**config.mk**
```make
export PLATFORM = sky130hd
export DESIGN_NAME = crc_serial_engine_flat
export DESIGN_NICKNAME = d
export VERILOG_FILES = /design/src/rtl/crc_serial_engine_if.sv /design/src/rtl/crc_serial_engine.sv /design/src/flat_wrapper.sv
export SDC_FILE = /design/constraint.sdc
export NUM_CORES = 1
export LEC_CHECK = 0
export CORE_MARGIN = 5
export CORE_UTILIZATION = 38
export CTS_BUF_LIST = sky130_fd_sc_hd__clkbuf_8
export CTS_CLUSTER_DIAMETER = 40
export CTS_CLUSTER_SIZE = 28
export DETAILED_ROUTE_END_ITERATION = 12
export SLEW_MARGIN = 20
export SYNTH_ARGS = -nofsm -noshare
export SYNTH_HDL_FRONTEND = slang
export SYNTH_SLANG_ARGS = --single-unit
```
**constraint.sdc**
```tcl
create_clock -name clock_i -period 5.6 [get_ports clock_i]
set_clock_uncertainty 0.15 [all_clocks]
set_input_delay 1.4 -clock clock_i [delete_from_list [all_inputs] [get_ports clock_i]]
set_output_delay 1.4 -clock clock_i [all_outputs]
set_load 0.03 [all_outputs]
```
**src/rtl/crc_serial_engine_if.sv**
```systemverilog
// Bit-serial CRC engine bus: framed serial input on one side, FCS stream
// and frame status on the other. The master drives the frame bits and the
// slave (the engine) drives status and FCS back.
interface crc_serial_engine_if #(
  parameter int WIDTH = 16
) ();
  logic             data;
  logic             data_valid;
  logic             sof;
  logic             eof;
  logic             check_mode;
  logic             busy;
  logic             fcs_bit;
  logic             fcs_valid;
  logic [WIDTH-1:0] fcs_reg;
  logic             done;
  logic             crc_ok;
  logic             crc_err;

  modport master (
    output data, data_valid, sof, eof, check_mode,
    input  busy, fcs_bit, fcs_valid, fcs_reg, done, crc_ok, crc_err
  );

  modport slave (
    input  data, data_valid, sof, eof, check_mode,
    output busy, fcs_bit, fcs_valid, fcs_reg, done, crc_ok, crc_err
  );
endinterface

```
**src/rtl/crc_serial_engine.sv**
```systemverilog
// Parametrised bit-serial CRC engine. Absorbs a framed LSB-first bit stream
// and either appends the FCS serially (generate mode) or compares the final
// register against a residue (check mode). All outputs are registered.
module crc_serial_engine #(
  parameter int               WIDTH   = 16,
  parameter logic [WIDTH-1:0] POLY    = 16'h8408,
  parameter logic [WIDTH-1:0] INIT    = 16'h0000,
  parameter logic [WIDTH-1:0] XOR_OUT = 16'h0000,
  parameter logic [WIDTH-1:0] RESIDUE = 16'h0000
) (
  input  logic                 clock_i,
  input  logic                 reset_n_i,
  crc_serial_engine_if.slave   bus
);
  localparam int            CW       = $clog2(WIDTH + 1);
  localparam logic [CW-1:0] CNT_LAST = CW'(WIDTH);

  typedef enum logic [1:0] {S_IDLE, S_ACCUM, S_SHIFT, S_RESULT} state_e;

  state_e           state_q;
  logic [WIDTH-1:0] r_q;
  logic [WIDTH-1:0] shreg_q;
  logic [WIDTH-1:0] fcs_reg_q;
  logic [CW-1:0]    cnt_q;
  logic             mode_q;
  logic             busy_q;
  logic             fcs_bit_q;
  logic             fcs_valid_q;
  logic             done_q;
  logic             ok_q;
  logic             err_q;

  logic             accept_d;
  logic             mode_d;
  logic [WIDTH-1:0] r_d;
  logic [WIDTH-1:0] final_d;

  // One reflected CRC step for a single input bit.
  function automatic logic [WIDTH-1:0] crc_update(input logic [WIDTH-1:0] r,
                                                  input logic             d);
    crc_update = (r >> 1) ^ ((d ^ r[0]) ? POLY : '0);
  endfunction

  // Decide whether this bit is taken and what the register becomes; a sof
  // restarts from INIT whether we are idle or mid-frame.
  always_comb begin
    accept_d = 1'b0;
    case (state_q)
      S_IDLE:  accept_d = bus.data_valid & bus.sof;
      S_ACCUM: accept_d = bus.data_valid;
      default: accept_d = 1'b0;
    endcase
    mode_d  = bus.sof ? bus.check_mode : mode_q;
    r_d     = crc_update(bus.sof ? INIT : r_q, bus.data);
    final_d = r_d ^ XOR_OUT;
  end

  // Frame FSM with registered outputs. cnt_q counts FCS bits already put on
  // fcs_bit, so bit 0 is presented in the cycle right after eof.
  always_ff @(posedge clock_i) begin
    if (!reset_n_i) begin
      state_q     <= S_IDLE;
      r_q         <= INIT;
      shreg_q     <= '0;
      fcs_reg_q   <= INIT;
      cnt_q       <= '0;
      mode_q      <= 1'b0;
      busy_q      <= 1'b0;
      fcs_bit_q   <= 1'b0;
      fcs_valid_q <= 1'b0;
      done_q      <= 1'b0;
      ok_q        <= 1'b0;
      err_q       <= 1'b0;
    end else begin
      done_q <= 1'b0;
      case (state_q)
        S_IDLE, S_ACCUM: begin
          if (accept_d) begin
            r_q       <= r_d;
            mode_q    <= mode_d;
            fcs_reg_q <= r_d;
            if (bus.sof) begin
              ok_q  <= 1'b0;
              err_q <= 1'b0;
            end
            if (bus.eof) begin
              fcs_reg_q <= final_d;
              busy_q    <= 1'b1;
              if (mode_d) begin
                ok_q    <= (r_d == RESIDUE);
                err_q   <= (r_d != RESIDUE);
                done_q  <= 1'b1;
                state_q <= S_RESULT;
              end else begin
                shreg_q     <= final_d >> 1;
                fcs_bit_q   <= final_d[0];
                fcs_valid_q <= 1'b1;
                cnt_q       <= CW'(1);
                state_q     <= S_SHIFT;
              end
            end else begin
              state_q <= S_ACCUM;
            end
          end
        end
        S_SHIFT: begin
          if (cnt_q == CNT_LAST) begin
            fcs_bit_q   <= 1'b0;
            fcs_valid_q <= 1'b0;
            busy_q      <= 1'b0;
            done_q      <= 1'b1;
            state_q     <= S_IDLE;
          end else begin
            fcs_bit_q <= shreg_q[0];
            shreg_q   <= shreg_q >> 1;
            cnt_q     <= cnt_q + CW'(1);
          end
        end
        S_RESULT: begin
          busy_q  <= 1'b0;
          state_q <= S_IDLE;
        end
        default: begin
          busy_q  <= 1'b0;
          state_q <= S_IDLE;
        end
      endcase
    end
  end

  assign bus.busy      = busy_q;
  assign bus.fcs_bit   = fcs_bit_q;
  assign bus.fcs_valid = fcs_valid_q;
  assign bus.fcs_reg   = fcs_reg_q;
  assign bus.done      = done_q;
  assign bus.crc_ok    = ok_q;
  assign bus.crc_err   = err_q;
endmodule

```
**src/flat_wrapper.sv**
```systemverilog
// flat-port wrapper written by rule: the top's interface ports become plain ports
module crc_serial_engine_flat 
#(
  parameter int               WIDTH   = 16,
  parameter logic [WIDTH-1:0] POLY    = 16'h8408,
  parameter logic [WIDTH-1:0] INIT    = 16'h0000,
  parameter logic [WIDTH-1:0] XOR_OUT = 16'h0000,
  parameter logic [WIDTH-1:0] RESIDUE = 16'h0000
)
  (clock_i, reset_n_i, bus_data, bus_data_valid, bus_sof, bus_eof, bus_check_mode, bus_busy, bus_fcs_bit, bus_fcs_valid, bus_fcs_reg, bus_done, bus_crc_ok, bus_crc_err);
  crc_serial_engine_if #(.WIDTH(WIDTH)) bus_i ();
  input  logic clock_i;
  input  logic reset_n_i;
  input wire logic [$bits(bus_i.data)-1:0] bus_data;
  input wire logic [$bits(bus_i.data_valid)-1:0] bus_data_valid;
  input wire logic [$bits(bus_i.sof)-1:0] bus_sof;
  input wire logic [$bits(bus_i.eof)-1:0] bus_eof;
  input wire logic [$bits(bus_i.check_mode)-1:0] bus_check_mode;
  output wire logic [$bits(bus_i.busy)-1:0] bus_busy;
  output wire logic [$bits(bus_i.fcs_bit)-1:0] bus_fcs_bit;
  output wire logic [$bits(bus_i.fcs_valid)-1:0] bus_fcs_valid;
  output wire logic [$bits(bus_i.fcs_reg)-1:0] bus_fcs_reg;
  output wire logic [$bits(bus_i.done)-1:0] bus_done;
  output wire logic [$bits(bus_i.crc_ok)-1:0] bus_crc_ok;
  output wire logic [$bits(bus_i.crc_err)-1:0] bus_crc_err;
  assign bus_i.data = bus_data;
  assign bus_i.data_valid = bus_data_valid;
  assign bus_i.sof = bus_sof;
  assign bus_i.eof = bus_eof;
  assign bus_i.check_mode = bus_check_mode;
  assign bus_busy = bus_i.busy;
  assign bus_fcs_bit = bus_i.fcs_bit;
  assign bus_fcs_valid = bus_i.fcs_valid;
  assign bus_fcs_reg = bus_i.fcs_reg;
  assign bus_done = bus_i.done;
  assign bus_crc_ok = bus_i.crc_ok;
  assign bus_crc_err = bus_i.crc_err;
  crc_serial_engine #(.WIDTH(WIDTH), .POLY(POLY), .INIT(INIT), .XOR_OUT(XOR_OUT), .RESIDUE(RESIDUE)) u_core (.clock_i(clock_i), .reset_n_i(reset_n_i), .bus(bus_i));
endmodule
```
==> summary.md <==
| Metric | Value |
|---|---|
| Antenna fix cells | `0` |
| H-tree depth | `2` |
| Setup TNS | `0 ps` |
| Core Util, Final | `0.472` |
| Crit Reg-Reg Startpoint | `u_core.state_q[0]$_SDFFE_PN0P_` |
| Max Freq | `271 MHz` |
| ANT nets after route | `0` |
| DR DRC count | `0` |
| I/O pin count | `29` |
| Tmin final | `~3700 ps` |
| Initial Util | `0.396` |
| CTS Hold Bufs | `0` |
| Clock buffer depth | `2` |
| Synth Net Count | `255` |
| Max FO, Critical Path | `25` |
| GP Congestion | `0.743` |
| GRT overflow | `0` |
| RSZ-0062 raised after global routing | `no` |
| Final setup violation count | `0` |
| Vias in the first global route | `between 1500 and 2000` |
| Critical setup path kind | `primary input to flip-flop` |
| Post-synth top area cell | `dfxtp_1` |
| Asr flop ratio synth | `0` |
| DR vias | `1791` |
| Max Cap Viol | `0` |
| Top FF cell, synth | `dfxtp_1` |
| Initial antenna violation count | `0` |
| Synthesized area | `2200 um^2` |
| DP Area | `roughly 2500 um^2` |
| PortBufs | `28` |
| Pwr dens | `264 nW/um^2` |
| Clock slew seen by the registers of the worst setup and hold paths | `90 ps` |
| Worst setup SP type | `primary input` |
| TritonCTS clock tree | `yes` |
| Seq/Total Area, Yosys | `0.409` |
| Slew headroom | `0.487` |
| Largest cells by area after synthesis | `dfxtp_1 41%, o211a_1 6.8%, nand2_1 6.6%` |
| Worst setup EP type | `flip-flop` |
| Final Cycle Share | `0.658` |
| Post-synth cell types | `49` |
| Post-synth EDFFs | `0` |
| WL/cell | `roughly 15 um` |
| Min-Delay Endpoint | `u_core.shreg_q[14]$_SDFFE_PN0P_` |
| Layout Area Growth over Synthesis | `19.4%` |
| CTS Buf Count | `5` |
| Root buffer cell | `clkbuf_8` |
| CP required | `5600 ps` |
| R2r endpoint | `u_core.bus.fcs_bit$_SDFFE_PN0P_` |
| Hold WS | `316 ps` |
| Reg2Reg Depth | `5` |
| Clk_lat worst skew | `290 ps` |
| Slew Viols, Final | `0` |
| Worst min path class | `flip-flop to flip-flop` |
| Status | `finished, final reports clean` |
| Worst EP arrival | `3690 ps` |
| Leakage power | `around 1.2 nW` |
| Yosys reg bits | `45` |
| Share of post-route cells with drive strength above 1 | `0.0672` |
| Crit path from | `bus_sof` |
| Synthesized area per cell | `8.96 um^2` |
| Hold depth | `2` |
| Post-CTS Setup Bufs | `0` |
| Post-DP HPWL | `3.53 mm` |
| Largest net degree at the start of global routing | `38` |
| Yosys top cell area share | `0.409` |
| Rows | `27` |
| Core area | `5570 um^2` |
| Via-per-instance ratio | `5.27` |
| Final hold vios | `0` |
| Die Y | `86.2 um` |
| Peak VDD IR | `around 0.00013 V` |
| YS warnings | `0` |
| Final #Nets | `roughly 280` |
| Fin area | `2630 um^2` |
| Post-CTS sizing | `0` |
| Synth Instances | `246` |
| Sinks on Clock Net | `45` |
| GRT Total Usage | `0.139` |
| Worst slew pin tran | `approximately 770 ps` |
| Die W | `86.2 um` |
| Pre-antenna DRT Iters | `4` |
| Internal reg-to-reg setup slack | `3330 ps` |
| First-pass GRT wire length | `8.19 mm` |
| WL final | `5.03 mm` |
| Min-delay src | `u_core.shreg_q[14]$_SDFFE_PN0P_` |
| Initial DRC Count | `88` |
| Die ar. | `approximately 7400 um^2` |
## flip-flops by register name (all words and copies together), names as in the netlist, 2 cells and up
signal          flops
u_core.cnt_q        5
u_core.state_q      2
u_core.r_q         16
u_core.shreg_q     15
## worst max-delay path: stages
cell	delay (ps)
clkdlybuf4s50_1	450
buf_4	240
mux2_4	360
nor4_2	250
buf_4	260
or2_1	520
o21ai_0	200
## routing by layer
metal | vias to the layer above | wire, um | share of wire | GRT usage
met5 | - | 0 | 0 | 0
li1 | 918 | - | - | -
met1 | 852 | 2600 | 0.52 | 0.191
met3 | 5 | 127 | 0.025 | 0.0257
met2 | 16 | 2240 | 0.45 | 0.214
met4 | 0 | 61 | 0.012 | 0.0552
## Yosys cell counts (4+ instances only)
library cell and instances:
a21boi_0 14, a21oi_1 7, buf_2 6, buf_4 4, clkbuf_1 8, dfxtp_1 45, inv_1 5, mux2i_1 11
nand2_1 39, nand3_1 4, nor2_1 7, nor2b_1 14, o211a_1 15, o21ai_0 17
## cell usage in the layout (no fill, tap or decap), types with 3 or more instances in the layout
master / synthesis / final
o21a_1: 3 / 3
a21oi_1: 7 / 7
o21ai_0: 17 / 17
dfxtp_1: 45 / 45
nand3_1: 4 / 4
o211a_1: 15 / 15
clkbuf_8: 0 / 6
nand2_1: 39 / 39
nor2_1: 7 / 7
buf_4: 4 / 4
nor4_1: 3 / 3
a21boi_0: 14 / 14
mux2i_1: 11 / 11
clkdlybuf4s50_1: 0 / 28
nor2b_1: 14 / 14
inv_1: 5 / 6
## through the flow
stage               cells  total power (W)  setup slack, ps
floorplan             246         0.000423             2850
global placement      332         0.000449             1660
detailed placement    332         0.000450             1610
CTS                   340         0.000704             1930
global route          340         0.000726             1710
finish                340         0.000694             1910
## where the power goes
group | internal, W | switching, W
Combinational | 0.0000417 | 0.0000531
Clock | 0.000144 | 0.000108
Sequential | 0.000336 | 0.0000115
## worst max path at each step
stage | endpoint | depth (start not counted)
6_report | u_core.cnt_q[1]$_SDFFE_PN0P_ | 7
5_1_grt | u_core.shreg_q[14]$_SDFFE_PN0P_ | 7
4_1_cts | u_core.cnt_q[1]$_SDFFE_PN0P_ | 7
3_5_place_dp | u_core.cnt_q[1]$_SDFFE_PN0P_ | 7
3_3_place_gp | u_core.shreg_q[14]$_SDFFE_PN0P_ | 7
2_1_floorplan | u_core.shreg_q[10]$_SDFFE_PN0P_ | 6
## logic make-up after synthesis
| family | after synthesis | synth area share |
|---|---|---|
| AND/OR/NAND/NOR | 88 | 0.205 |
| AO/OA/AOI/OAI | 72 | 0.239 |
| flip-flops | 45 | 0.409 |
| buffers and inverters | 23 | 0.0494 |
| multiplexers | 13 | 0.0619 |
| XOR/XNOR | 3 | 0.0244 |
| adder cells (fa/ha/maj) | 2 | 0.0113 |
## final cells by class
type | count | area (um^2)
Multi-Input combinational cell | 178 | 1190
Timing Repair Buffer | 32 | 310
Clock buffer | 6 | 82.6
Clock inverter | 2 | 33.8
Sequential cell | 45 | 901
Fill cell | 573 | 2940
Inverter | 5 | 18.8
Tap cell | 72 | 90.1
(Power assumes the default switching activity.)
